### config.mk
export PLATFORM = sky130hd
export DESIGN_NAME = key_debouncer_array
export DESIGN_NICKNAME = d
export VERILOG_FILES = /design/src/rtl/key_debouncer_array.sv
export SDC_FILE = /design/constraint.sdc
export NUM_CORES = 1
export LEC_CHECK = 0
export ABC_AREA = 1
export BUFFER_PORTS_ARGS = -buffer_cell sky130_fd_sc_hd__buf_2
export CAP_MARGIN = 20
export CORE_MARGIN = 2
export CORE_UTILIZATION = 55
export CTS_CLUSTER_SIZE = 10
export DETAILED_ROUTE_END_ITERATION = 8
export PLACE_DENSITY = 0.79
export SETUP_SLACK_MARGIN = 0.02
export SYNTH_ARGS = -nofsm -noshare
export SYNTH_HDL_FRONTEND = slang
export SYNTH_SLANG_ARGS = --single-unit
### constraint.sdc
create_clock -name clk -period 1.2 [get_ports clk]
set_input_delay 0.12 -clock clk [delete_from_list [all_inputs] [get_ports clk]]
set_output_delay 0.12 -clock clk [all_outputs]
set_load 0.02 [all_outputs]
### src/rtl/key_debouncer_array.sv
// rtl/key_debouncer_array.sv - multi-channel key debouncer with press/release pulses and long-hold flag
// Each channel: synchroniser, run-length stability counter, optional hold counter.
module key_debouncer_array #(
  parameter int CHANNELS     = 8,
  parameter int STABLE_COUNT = 4,
  parameter int HOLD_COUNT   = 0,
  parameter int SYNC_STAGES  = 2,
  parameter int ACTIVE_LOW   = 0
) (
  input  logic                clk,
  input  logic                rst_n,
  input  logic                i_sample_en,
  input  logic [CHANNELS-1:0] i_raw_in,
  output logic [CHANNELS-1:0] o_level,
  output logic [CHANNELS-1:0] o_press,
  output logic [CHANNELS-1:0] o_release,
  output logic [CHANNELS-1:0] o_held,
  output logic                o_any_level
);

  localparam int   CNT_W  = (STABLE_COUNT > 1) ? $clog2(STABLE_COUNT) : 1;
  localparam int   HCNT_W = (HOLD_COUNT > 0) ? $clog2(HOLD_COUNT + 1) : 1;
  localparam logic INACT  = (ACTIVE_LOW != 0);

  for (genvar g = 0; g < CHANNELS; g++) begin : g_ch
    logic [SYNC_STAGES-1:0] r_sync;
    logic [CNT_W-1:0]       r_cnt;
    logic                   r_lvl;
    logic                   r_prs;
    logic                   r_rel;
    logic                   w_s;
    logic                   w_last;

    assign w_s    = r_sync[SYNC_STAGES-1] ^ INACT;
    assign w_last = (r_cnt == CNT_W'(STABLE_COUNT - 1));

    // Synchroniser free-runs so the sample strobe only gates the decision logic.
    always_ff @(posedge clk or negedge rst_n) begin
      if (!rst_n) begin
        r_sync <= {SYNC_STAGES{INACT}};
      end else begin
        r_sync <= {r_sync[SYNC_STAGES-2:0], i_raw_in[g]};
      end
    end

    always_ff @(posedge clk or negedge rst_n) begin
      if (!rst_n) begin
        r_cnt <= '0;
        r_lvl <= 1'b0;
        r_prs <= 1'b0;
        r_rel <= 1'b0;
      end else begin
        r_prs <= 1'b0;
        r_rel <= 1'b0;
        if (i_sample_en) begin
          if (w_s == r_lvl) begin
            r_cnt <= '0;
          end else if (w_last) begin
            r_lvl <= w_s;
            r_cnt <= '0;
            r_prs <= w_s;
            r_rel <= ~w_s;
          end else begin
            r_cnt <= r_cnt + 1'b1;
          end
        end
      end
    end

    assign o_level[g]   = r_lvl;
    assign o_press[g]   = r_prs;
    assign o_release[g] = r_rel;

    if (HOLD_COUNT > 0) begin : g_hold
      logic [HCNT_W-1:0] r_hcnt;
      logic              r_hld;
      logic              w_fall;

      // Clear on the same edge the release pulse is generated.
      assign w_fall = i_sample_en && r_lvl && !w_s && w_last;

      always_ff @(posedge clk or negedge rst_n) begin
        if (!rst_n) begin
          r_hcnt <= '0;
          r_hld  <= 1'b0;
        end else if (!r_lvl || w_fall) begin
          r_hcnt <= '0;
          r_hld  <= 1'b0;
        end else if (i_sample_en && (r_hcnt < HCNT_W'(HOLD_COUNT))) begin
          r_hcnt <= r_hcnt + 1'b1;
          if (r_hcnt == HCNT_W'(HOLD_COUNT - 1)) begin
            r_hld <= 1'b1;
          end
        end
      end

      assign o_held[g] = r_hld;
    end else begin : g_nohold
      assign o_held[g] = 1'b0;
    end
  end

  assign o_any_level = |o_level;

endmodule

==> run_results.csv, run 1 <==
group,metric,value,unit
clock_tree,clockBufferDepth,2,
clock_tree,cts_root_buf,"clkbuf_8",
worst_setup_path,start_kind,"flop",
worst_setup_path,reg2regPathDepth,3,
place,placed_cell_area,2480,sq um
global_route,grt_pass1_wl,6280,um
outcome,status,"finished, violations left",
layout,fin_area,2720,sq um
sta,finalSetupViolCount,1,
logic_synthesis,yosysSeqAreaShare,56.6,%
logic_synthesis,synth_area_leaders,"dfrtp_1 (57%), buf_4 (11%), nand2_1 (7.7%)",
worst_setup_path,cp.arrival,1.22,ns
logic_synthesis,synth_top_cell_area_share,56.6,%
place,dp_hpwl,2470,um
routing,via_per_inst,4.99,
clock_tree,cts_sinks,56,
worst_setup_path,crit_fanout,3,
logic_synthesis,synth_top_area_cell,"dfrtp_1",
place,routabilityCongestion,0.718,
die,core_area,4350,sq um
clock_tree,cts_tree,"done",
sta,hold_violations,0,
die,ioPinCount,44,
layout,nets,290,
sta,slew_viol_final,0,
worst_setup_path,cp_slowest_cell,"dfrtp_1",
sta,worst_slack,-0.140,ns
logic_synthesis,ys_warn_count,0,
layout,final_common_cell,"dfrtp_1",
pwr,total_power,0.00553,W
outcome,violations,"setup timing",
pwr,power.leakage,1.45,nW
place,io_buffers,35,
worst_setup_path,r2r_start,"g_ch[0].r_cnt[0]",
logic_synthesis,syn_area_per_cell,10.1,sq um
worst_setup_path,startpoint,"g_ch[6].r_lvl",
layout,n_fill_cell,342,
die,fp.dieW,71.1,um
worst_setup_path,r2r_end,"g_ch[0].r_lvl",
die,die_y,71.1,um
die,start_util,56.9,%
global_route,grt_pass1_vias,1485,
clock_tree,clock_latency,0.30,ns
logic_synthesis,ys_seq_elements,56,
clock_tree,cts-buffers-inserted,5,
routing,drtPass1Iterations,4,
global_route,grt_remaining_overflow,0,
worst_setup_path,cp.required,1.08,ns
sta,fin_crit_sh,112,%
global_route,grt_max_degree,57,
layout,seqCellArea,1400,sq um
routing,remaining_drc_errors,0,
min_path,min_from,"i_sample_en",
routing,avgRoutedWirePerCell,11.6,um
sta,max_clock_freq,746,MHz
layout,n_antenna_cell,0,
die,dieArea,5050,sq um
routing,first_iter_violations,68,
place,place_inst,305,
pwr,vdd_drop_max,827,uV
layout,areaGrowthSynthToFinish,9.70,%
layout,final_cell_mix,"dfrtp_1 (56), nand2_1 (51), buf_2 (35)",
sta,period_needed,1.34,ns
worst_setup_path,crit_top_cell,"nand2_1",
min_path,worstHoldEndpoint,"g_ch[2].r_cnt[0]",
routing,ant_nets,0,
sta,rsz0062_at_grt,"yes",
layout,stdcell_count,324,
logic_synthesis,netlist_area,2480,sq um
sta,skew,0.00725,ns
logic_synthesis,synthCells,245,
layout,drive_gt1_share,21.7,%
routing,drt-total-wl,3750,um
clock_tree,htree_levels,2,
logic_synthesis,yosysUniqueCellTypes,15,
global_route,grt.total_usage,15.9,%
clock_tree,clk_pin_slew,0.09,ns
pwr,p_per_area,2040,nW/um^2
worst_setup_path,r2r_slack,0.16,ns
min_path,holdCritPathClass,"input pin to flop",
worst_setup_path,crit_chain,"inv_1 -> nand2_1 -> nor3_2 -> nand2_1 -> buf_2",
worst_setup_path,timing_worst_setup_path_type,"flop to primary output",
worst_setup_path,crit_path_end_kind,"primary output",
worst_setup_path,cpPeakStageDelay,0.39,ns
die,core.rowCount,24,
min_path,hold_depth,3,
global_route,antenna_found_initial,0,
job,maxCapViolCount,0,
layout,multiInputGateArea,732,sq um
routing,routed-via-count,1617,
worst max-delay path: cells and delay by family, from the launching register on:
kind,cells,cell delay [ns]
AND/OR/NAND/NOR,3,0.29
flip-flops,1,0.39
buffers and inverters,2,0.24
cell usage after synthesis, drive strengths merged:
cell type and instances:
a31oi 8, buf 38, conb 1, dfrtp 56, ha 8, inv 17
nand2 51, nand3 16, nand4 16, nor2 32, nor3 2
cells by family (layout without fill, tap and decap cells):
group | Yosys count | count (layout) | synth area share [%]
AO/OA/AOI/OAI | 8 | 8 | 2.02
adder cells (fa/ha/maj) | 8 | 8 | 4.04
buffers and inverters | 55 | 75 | 15.1
flip-flops | 56 | 56 | 56.6
other | 1 | 8 | 0.151
AND/OR/NAND/NOR | 117 | 117 | 22.1
power breakdown:
part	switching [W]	total, W	leakage (nW)	internal (W)
sequential	0.000320	0.00260	0.712	0.00228
combinational	0.000989	0.00163	0.676	0.000636
clock	0.000567	0.00130	0.0645	0.000736
total	0.00188	0.00553	1.45	0.00365
worst max path at each step:
stage                     slack, ns  cells after the start            end
after floorplan                0.28                      3  g_ch[7].r_lvl
after CTS                     -0.14                      5    o_any_level
after global routing          -0.22                      5    o_any_level
after global placement         0.09                      5    o_any_level
final                         -0.14                      5    o_any_level
after detailed placement       0.09                      5    o_any_level
registers in the layout, indices dropped and copies added (netlist names):
name / count
g_ch.r_sync: 16
g_ch.r_prs: 8
g_ch.r_rel: 8
g_ch.r_lvl: 8
g_ch.r_cnt: 16
cell type report:
type / instances / area share [%]
flip-flops and latches: 56 / 51.6
multi-input cells: 141 / 26.9
repair buffers: 50 / 11.9
clock buffers: 7 / 3.55
inverters: 17 / 2.53
well taps: 52 / 2.40
clock inverters: 1 / 1.11
per-stage QoR:
stage,utilization (%),setup TNS [ns],hold WS (ns),worst slack [ns]
after global placement,57.0,0,0.139,0.0884
after global routing,62.4,-0.216,0.225,-0.216
after CTS,62.4,-0.141,0.204,-0.141
final,62.4,-0.140,0.210,-0.140
after detailed placement,57.0,0,0.140,0.0912
after floorplan,-,0,-0.176,0.278
routing by layer:
metal / vias to the layer above / wire length [um] / GRT usage, %
met5: - / 0 / 0
met4: 0 / 48 / 5.03
met3: 6 / 137 / 3.99
met2: 29 / 1900 / 28.5
met1: 771 / 1660 / 18.9
li1: 811 / - / -
repair_timing:
action,4_1_cts,5_1_grt
hold endpoints to repair,64,0
buffers inserted,2,0
hold buffers,9,0
endpoints found under the setup margin,1,1
resized for setup,3,0
(Power assumes the default switching activity.)
==> run 2, diff against run 1 <==
--- a/config.mk
+++ b/config.mk
@@ -5,14 +5,14 @@
 export SDC_FILE = /design/constraint.sdc
 export NUM_CORES = 1
 export LEC_CHECK = 0
-export ABC_AREA = 1
+export ABC_AREA = 0
 export BUFFER_PORTS_ARGS = -buffer_cell sky130_fd_sc_hd__buf_2
 export CAP_MARGIN = 20
 export CORE_MARGIN = 2
-export CORE_UTILIZATION = 55
+export CORE_UTILIZATION = 54
 export CTS_CLUSTER_SIZE = 10
 export DETAILED_ROUTE_END_ITERATION = 8
-export PLACE_DENSITY = 0.79
+export PLACE_DENSITY = 0.78
 export SETUP_SLACK_MARGIN = 0.02
 export SYNTH_ARGS = -nofsm -noshare
 export SYNTH_HDL_FRONTEND = slang
==> run_results.csv, run 2 <==
group,metric,value,unit
routing,ant_nets,0,
die,die_y,70.6,um
worst_setup_path,cp.arrival,1.30,ns
global_route,grt_remaining_overflow,0,
die,dieArea,4980,sq um
worst_setup_path,crit_fanout,2,
logic_synthesis,synth_area_leaders,"dfrtp_1 (59%), buf_4 (11%), nor3b_1 (5.0%)",
clock_tree,cts_sinks,56,
routing,remaining_drc_errors,0,
clock_tree,clk_pin_slew,0.09,ns
place,dp_hpwl,2270,um
worst_setup_path,cpPeakStageDelay,0.43,ns
clock_tree,cts_root_buf,"clkbuf_8",
routing,highest_layer,"met4",
layout,nets,248,
worst_setup_path,cp.required,1.08,ns
job,maxCapViolCount,0,
sta,slew_viol_final,0,
logic_synthesis,yosysUniqueCellTypes,14,
layout,stdcell_count,282,
place,io_buffers,35,
logic_synthesis,synth-edff-count,0,
logic_synthesis,synth_flop_cell,"dfrtp_1",
sta,hold_violations,0,
clock_tree,clockBufferDepth,2,
logic_synthesis,synthAdderAreaFrac,4.18,%
place,place_inst,260,
logic_synthesis,synth_top_area_cell,"dfrtp_1",
layout,fin_area,2810,sq um
place,placed_cell_area,2500,sq um
global_route,antenna_found_initial,0,
pwr,p_per_area,2150,nW/um^2
logic_synthesis,synthTopCellsByCount,"dfrtp_1 (56), buf_4 (34), nand2_1 (17), inv_1 (16), nor3b_1 (16)",
logic_synthesis,ys_warn_count,0,
logic_synthesis,synthCells,192,
die,start_util,55.4,%
routing,routed-via-count,1375,
layout,drive_gt1_share,38.7,%
clock_tree,cts-buffers-inserted,5,
logic_synthesis,synthArstFlopShare,100,%
layout,n_antenna_cell,0,
routing,route.met3.wl,145,um
routing,met2WireLength,1830,um
global_route,grt.total_usage,15.2,%
layout,reg_top3,"g_ch.r_cnt (16), g_ch.r_sync (16)",
clock_tree,htree_levels,2,
sta,rsz0062_at_grt,"yes",
worst_setup_path,crit_chain,"nor4_4 -> nand2_1 -> buf_2",
clock_tree,cts_tree,"done",
worst_setup_path,critPathBufInv,1,
logic_synthesis,synth_xor_area_share,2.93,%
worst_setup_path,crit_path_end_kind,"primary output",
worst_setup_path,crit_family,"flip-flops",
sta,period_needed,1.42,ns
routing,drtPass1Iterations,4,
place,routabilityCongestion,0.649,
global_route,grt_max_degree,57,
worst_setup_path,start_kind,"flop",
logic_synthesis,synth_top_cell_area_share,58.5,%
die,core.rowCount,24,
worst_setup_path,cp_slowest_cell,"dfrtp_1",
routing,avgRoutedWirePerCell,12.4,um
routing,drt-total-wl,3490,um
sta,finalSetupViolCount,1,
layout,n_fill_cell,339,
clock_tree,clock_latency,0.30,ns
layout,areaGrowthSynthToFinish,17.1,%
layout,final_cell_mix,"dfrtp_1 (55), buf_2 (31), nor3b_1 (16), inv_1 (16), buf_4 (11)",
routing,first_iter_violations,58,
logic_synthesis,synth-compound-area-share,5.75,%
die,ioPinCount,44,
sta,max_clock_freq,704,MHz
outcome,violations,"setup timing",
pwr,power.leakage,1.34,nW
sta,worst_slack,-0.220,ns
pwr,vdd_drop_max,1320,uV
sta,skew,0.00226,ns
layout,final_common_cell,"dfrtp_1",
routing,met1_length,1450,um
logic_synthesis,syn_area_per_cell,12.5,sq um
global_route,grt_pass1_vias,1249,
min_path,holdCritPathClass,"input pin to flop",
logic_synthesis,synth_most_common_cell,"dfrtp_1",
logic_synthesis,synthSimpleGateAreaFrac,11.1,%
logic_synthesis,ys_seq_elements,56,
logic_synthesis,netlist_area,2390,sq um
global_route,grt_pass1_wl,5740,um
die,fp.dieW,70.6,um
routing,via_per_inst,4.88,
logic_synthesis,muxShareOfSynthArea,3.76,%
worst_setup_path,timing_worst_setup_path_type,"flop to primary output",
outcome,status,"finished, violations left",
die,core_area,4320,sq um
logic_synthesis,yosysSeqAreaShare,58.5,%
logic_synthesis,synth_top_family_by_area,"buffers and inverters",
sta,fin_crit_sh,118,%
-- run 2: cell types whose count changed in the layout (fill, tap and decap cells not counted), sizes merged, moves of 9 or more --
cell and change:
nor2 -32, nand2 -34, nand4 -16, o22ai +16
buf +9, nand3 -16, nor3b +16
-- run 2: layer usage --
layer / track usage, % / vias up
met1: 19.5 / 678
met5: 0 / -
met4: 6.29 / 0
met2: 23.5 / 23
li1: - / 667
met3: 5.70 / 7
-- run 2: power breakdown --
group / leakage, nW / total, W / internal, W / switching (W)
clock: 0.0455 / 0.00103 / 0.000472 / 0.000555
sequential: 0.716 / 0.00268 / 0.00234 / 0.000347
combinational: 0.580 / 0.00233 / 0.00123 / 0.00110
total: 1.34 / 0.00604 / 0.00404 / 0.00200
-- run 2: layout make-up --
cell class | count | area, sq um | area share, %
flip-flops and latches | 56 | 1400 | 50.0
multi-input cells | 91 | 752 | 26.8
well taps | 52 | 65.1 | 2.32
repair buffers | 59 | 435 | 15.5
clock buffers | 8 | 90.1 | 3.21
inverters | 16 | 60.1 | 2.14
-- run 2: cells by family (layout without fill, tap and decap cells) --
family                     count (synthesis)  after routing
DFF                                       56             56
buffers and inverters                     52             83
and+or+nand+nor                           43             43
AOI/OAI and AO/OA                         16             16
adders and majority gates                  8              8
xor gates and xnor gates                   8              8
muxes                                      8              8
other                                      1              8
-- run 2: tightest hold or removal path: cells and delay by family --
family	cells	cell delay, ns
buffers and inverters	2	0.30
AO/OA/AOI/OAI	1	0.09
-- run 2: path summary, 6_finish.rpt --
kind                              startpoint                 to  slack, ns  cells after the start
hold / removal                   i_sample_en   g_ch[2].r_cnt[0]       0.25                      3
max in group asynchronous              rst_n      g_ch[4].r_prs       0.63                      3
min in group asynchronous              rst_n  g_ch[2].r_sync[0]       0.32                      3
setup reg to reg            g_ch[7].r_cnt[0]   g_ch[7].r_cnt[0]       0.05                      3
setup / recovery               g_ch[1].r_lvl        o_any_level      -0.22                      3
hold reg to reg            g_ch[5].r_sync[0]  g_ch[5].r_sync[1]       0.35                      0
-- run 2: what timing repair did --
item                                    in CTS  in global routing
hold buffers                                 9                  0
pin swaps                                    0                  7
cloned                                       0                  0
endpoints found under the hold margin       64                  0
endpoints found under the setup margin       7                 21
buffers inserted                             2                  4
resized for setup                            7                 23
-- run 2: through the flow --
step	hold slack (ns)	utilization [%]	total power [W]	setup TNS, ns	worst slack (ns)
CTS	0.234	62.7	0.00580	-0.254	-0.254
global placement	0.137	57.7	0.00454	-0.0217	-0.0217
floorplan	-0.176	-	0.00419	0	0.0911
detailed placement	0.140	57.7	0.00465	0	0.00952
global route	0.262	64.9	0.00647	-0.295	-0.285
finish	0.255	64.9	0.00604	-0.220	-0.220
==> run 3, diff against run 2 <==
--- a/config.mk
+++ b/config.mk
@@ -9,10 +9,9 @@
 export BUFFER_PORTS_ARGS = -buffer_cell sky130_fd_sc_hd__buf_2
 export CAP_MARGIN = 20
 export CORE_MARGIN = 2
-export CORE_UTILIZATION = 54
+export CORE_UTILIZATION = 40
 export CTS_CLUSTER_SIZE = 10
 export DETAILED_ROUTE_END_ITERATION = 8
-export PLACE_DENSITY = 0.78
 export SETUP_SLACK_MARGIN = 0.02
 export SYNTH_ARGS = -nofsm -noshare
 export SYNTH_HDL_FRONTEND = slang
==> constraint.sdc (replaced) <==
create_clock -name clk -period 1.75 [get_ports clk]
set_input_delay 0.175 -clock clk [delete_from_list [all_inputs] [get_ports clk]]
set_output_delay 0.175 -clock clk [all_outputs]
set_load 0.02 [all_outputs]
==> run_results.csv, run 3 (same netlist as run 2, synthesis figures left out) <==
group,metric,value,unit
worst_setup_path,r2r_slack,0.55,ns
routing,routed-via-count,1273,
sta,finalSetupViolCount,0,
clock_tree,cts_setup_buffers,0,
routing,ant_nets,0,
outcome,status,"complete, no violations",
clock_tree,cts_root_buf,"clkbuf_8",
clock_tree,htree_levels,2,
worst_setup_path,crit_chain,"nor4_1 -> nand2_1 -> buf_2",
clock_tree,clockBufferDepth,2,
clock_tree,ctsHoldBuffers,9,
pwr,p_per_area,1450,nW/um^2
sta,period_needed,1.61,ns
worst_setup_path,cp.required,1.57,ns
sta,fin_crit_sh,92.2,%
die,core_area,5850,sq um
global_route,grt_pass1_vias,1123,
layout,n_fill_cell,534,
routing,via_per_inst,4.33,
sta,setup_tns,0,ns
routing,avgRoutedWirePerCell,11.4,um
layout,drive_gt1_share,27.9,%
routing,drtPass1Iterations,4,
die,fp.dieW,81.4,um
pwr,vdd_drop_max,491,uV
pwr,power.leakage,1.29,nW
sta,max_clock_freq,620,MHz
worst_setup_path,crit_path_end_kind,"primary output",
place,routabilityCongestion,0.696,
clock_tree,clk_pin_slew,0.11,ns
place,dp_hpwl,2280,um
clock_tree,cts_resized,0,
die,dieArea,6620,sq um
layout,n_antenna_cell,0,
worst_setup_path,crit_fanout,6,
worst_setup_path,crit_family,"simple AND/OR/NAND/NOR gates",
layout,final_cell_mix,"dfrtp_1 (56), buf_2 (35), nand2_1 (17)",
layout,reg_top3,"g_ch.r_cnt (16), g_ch.r_sync (16)",
global_route,antenna_found_initial,0,
place,io_buffers,35,
place,placed_cell_area,2470,sq um
clock_tree,cts_tree,"done",
sta,rsz0062_at_grt,"no",
clock_tree,cts-buffers-inserted,5,
sta,slew_headroom,62.0,%
routing,drt-total-wl,3360,um
global_route,grt_remaining_overflow,0,
min_path,holdCritPathClass,"input pin to async pin",
layout,fin_area,2670,sq um
worst_setup_path,reg2regPathDepth,3,
job,maxCapViolCount,0,
sta,max_slew.worst_pin.slew,0.570,ns
worst_setup_path,start_kind,"flop",
sta,slew_viol_final,0,
die,start_util,40.9,%
clock_tree,cts_sinks,56,
worst_setup_path,cp_slowest_cell,"dfrtp_1",
global_route,grt_pass1_wl,5550,um
die,ioPinCount,44,
layout,final_common_cell,"dfrtp_1",
routing,remaining_drc_errors,0,
layout,areaGrowthSynthToFinish,11.6,%
worst_setup_path,r2r_end,"g_ch[0].r_lvl",
worst_setup_path,timing_worst_setup_path_type,"flop to primary output",
global_route,grt_max_degree,37,
worst_setup_path,critPathBufInv,1,
die,core.rowCount,28,
clock_tree,clock_latency,0.31,ns
sta,skew,0.00729,ns
worst_setup_path,r2r_start,"g_ch[0].r_cnt[0]",
die,die_y,81.4,um
layout,nets,237,
global_route,grt.total_usage,11.0,%
sta,hold_violations,0,
worst_setup_path,cpPeakStageDelay,0.45,ns
worst_setup_path,cp.arrival,1.44,ns
routing,first_iter_violations,61,
## run 3: through the flow
stage | hold WS (ns) | total power (W) | setup slack (ns) | std cells | util, %
2_1_floorplan | -0.121 | 0.00287 | 0.641 | 199 | -
5_1_grt | 0.365 | 0.00415 | 0.0243 | 294 | 45.7
3_3_place_gp | 0.176 | 0.00299 | 0.392 | 277 | 42.2
6_report | 0.358 | 0.00388 | 0.137 | 294 | 45.7
4_1_cts | 0.357 | 0.00393 | 0.0469 | 294 | 45.7
3_5_place_dp | 0.186 | 0.00304 | 0.405 | 277 | 42.2
## run 3: area by class of cell
cell class                 instances  area [sq um]  share of cell area (%)
inverter                          16          60.1                    2.25
sequential                        56          1400                    52.4
multi-input combinational         91           694                    26.0
clock inverter                     3          46.3                    1.73
clock buffer                       5          68.8                    2.57
tap                               75          93.8                    3.51
timing repair buffer              48           308                    11.5
## run 3: power by group
group	leakage [nW]	switching (W)	internal, W	total [W]
Sequential	0.717	0.000287	0.00160	0.00189
Clock	0.0548	0.000433	0.000432	0.000865
Combinational	0.522	0.000570	0.000555	0.00112
Total	1.29	0.00129	0.00259	0.00388
## run 3: worst register-to-register path: stages (launching register included)
cell	delay (ns)
dfrtp_1	0.42
ha_1	0.22
nand2_1	0.12
mux2_2	0.34
## run 3: worst max-delay path by stage
| stage | startpoint | endpoint | slack [ns] | depth (start not counted) |
|---|---|---|---|---|
| 4_1_cts | g_ch[6].r_lvl | o_any_level | 0.05 | 3 |
| 3_5_place_dp | g_ch[6].r_lvl | o_any_level | 0.41 | 3 |
| 5_1_grt | g_ch[6].r_lvl | o_any_level | 0.02 | 3 |
| 2_1_floorplan | g_ch[3].r_cnt[0] | g_ch[3].r_lvl | 0.64 | 3 |
| 3_3_place_gp | g_ch[6].r_lvl | o_any_level | 0.39 | 3 |
| 6_report | g_ch[6].r_lvl | o_any_level | 0.14 | 3 |
## run 3: routing by layer
layer	global-route usage (%)	vias to the layer above	part of all wire, %
met3	3.00	6	4.0
met1	15.4	603	48
met2	16.5	18	46
li1	-	646	-
met4	4.07	0	1.4
met5	0	-	0
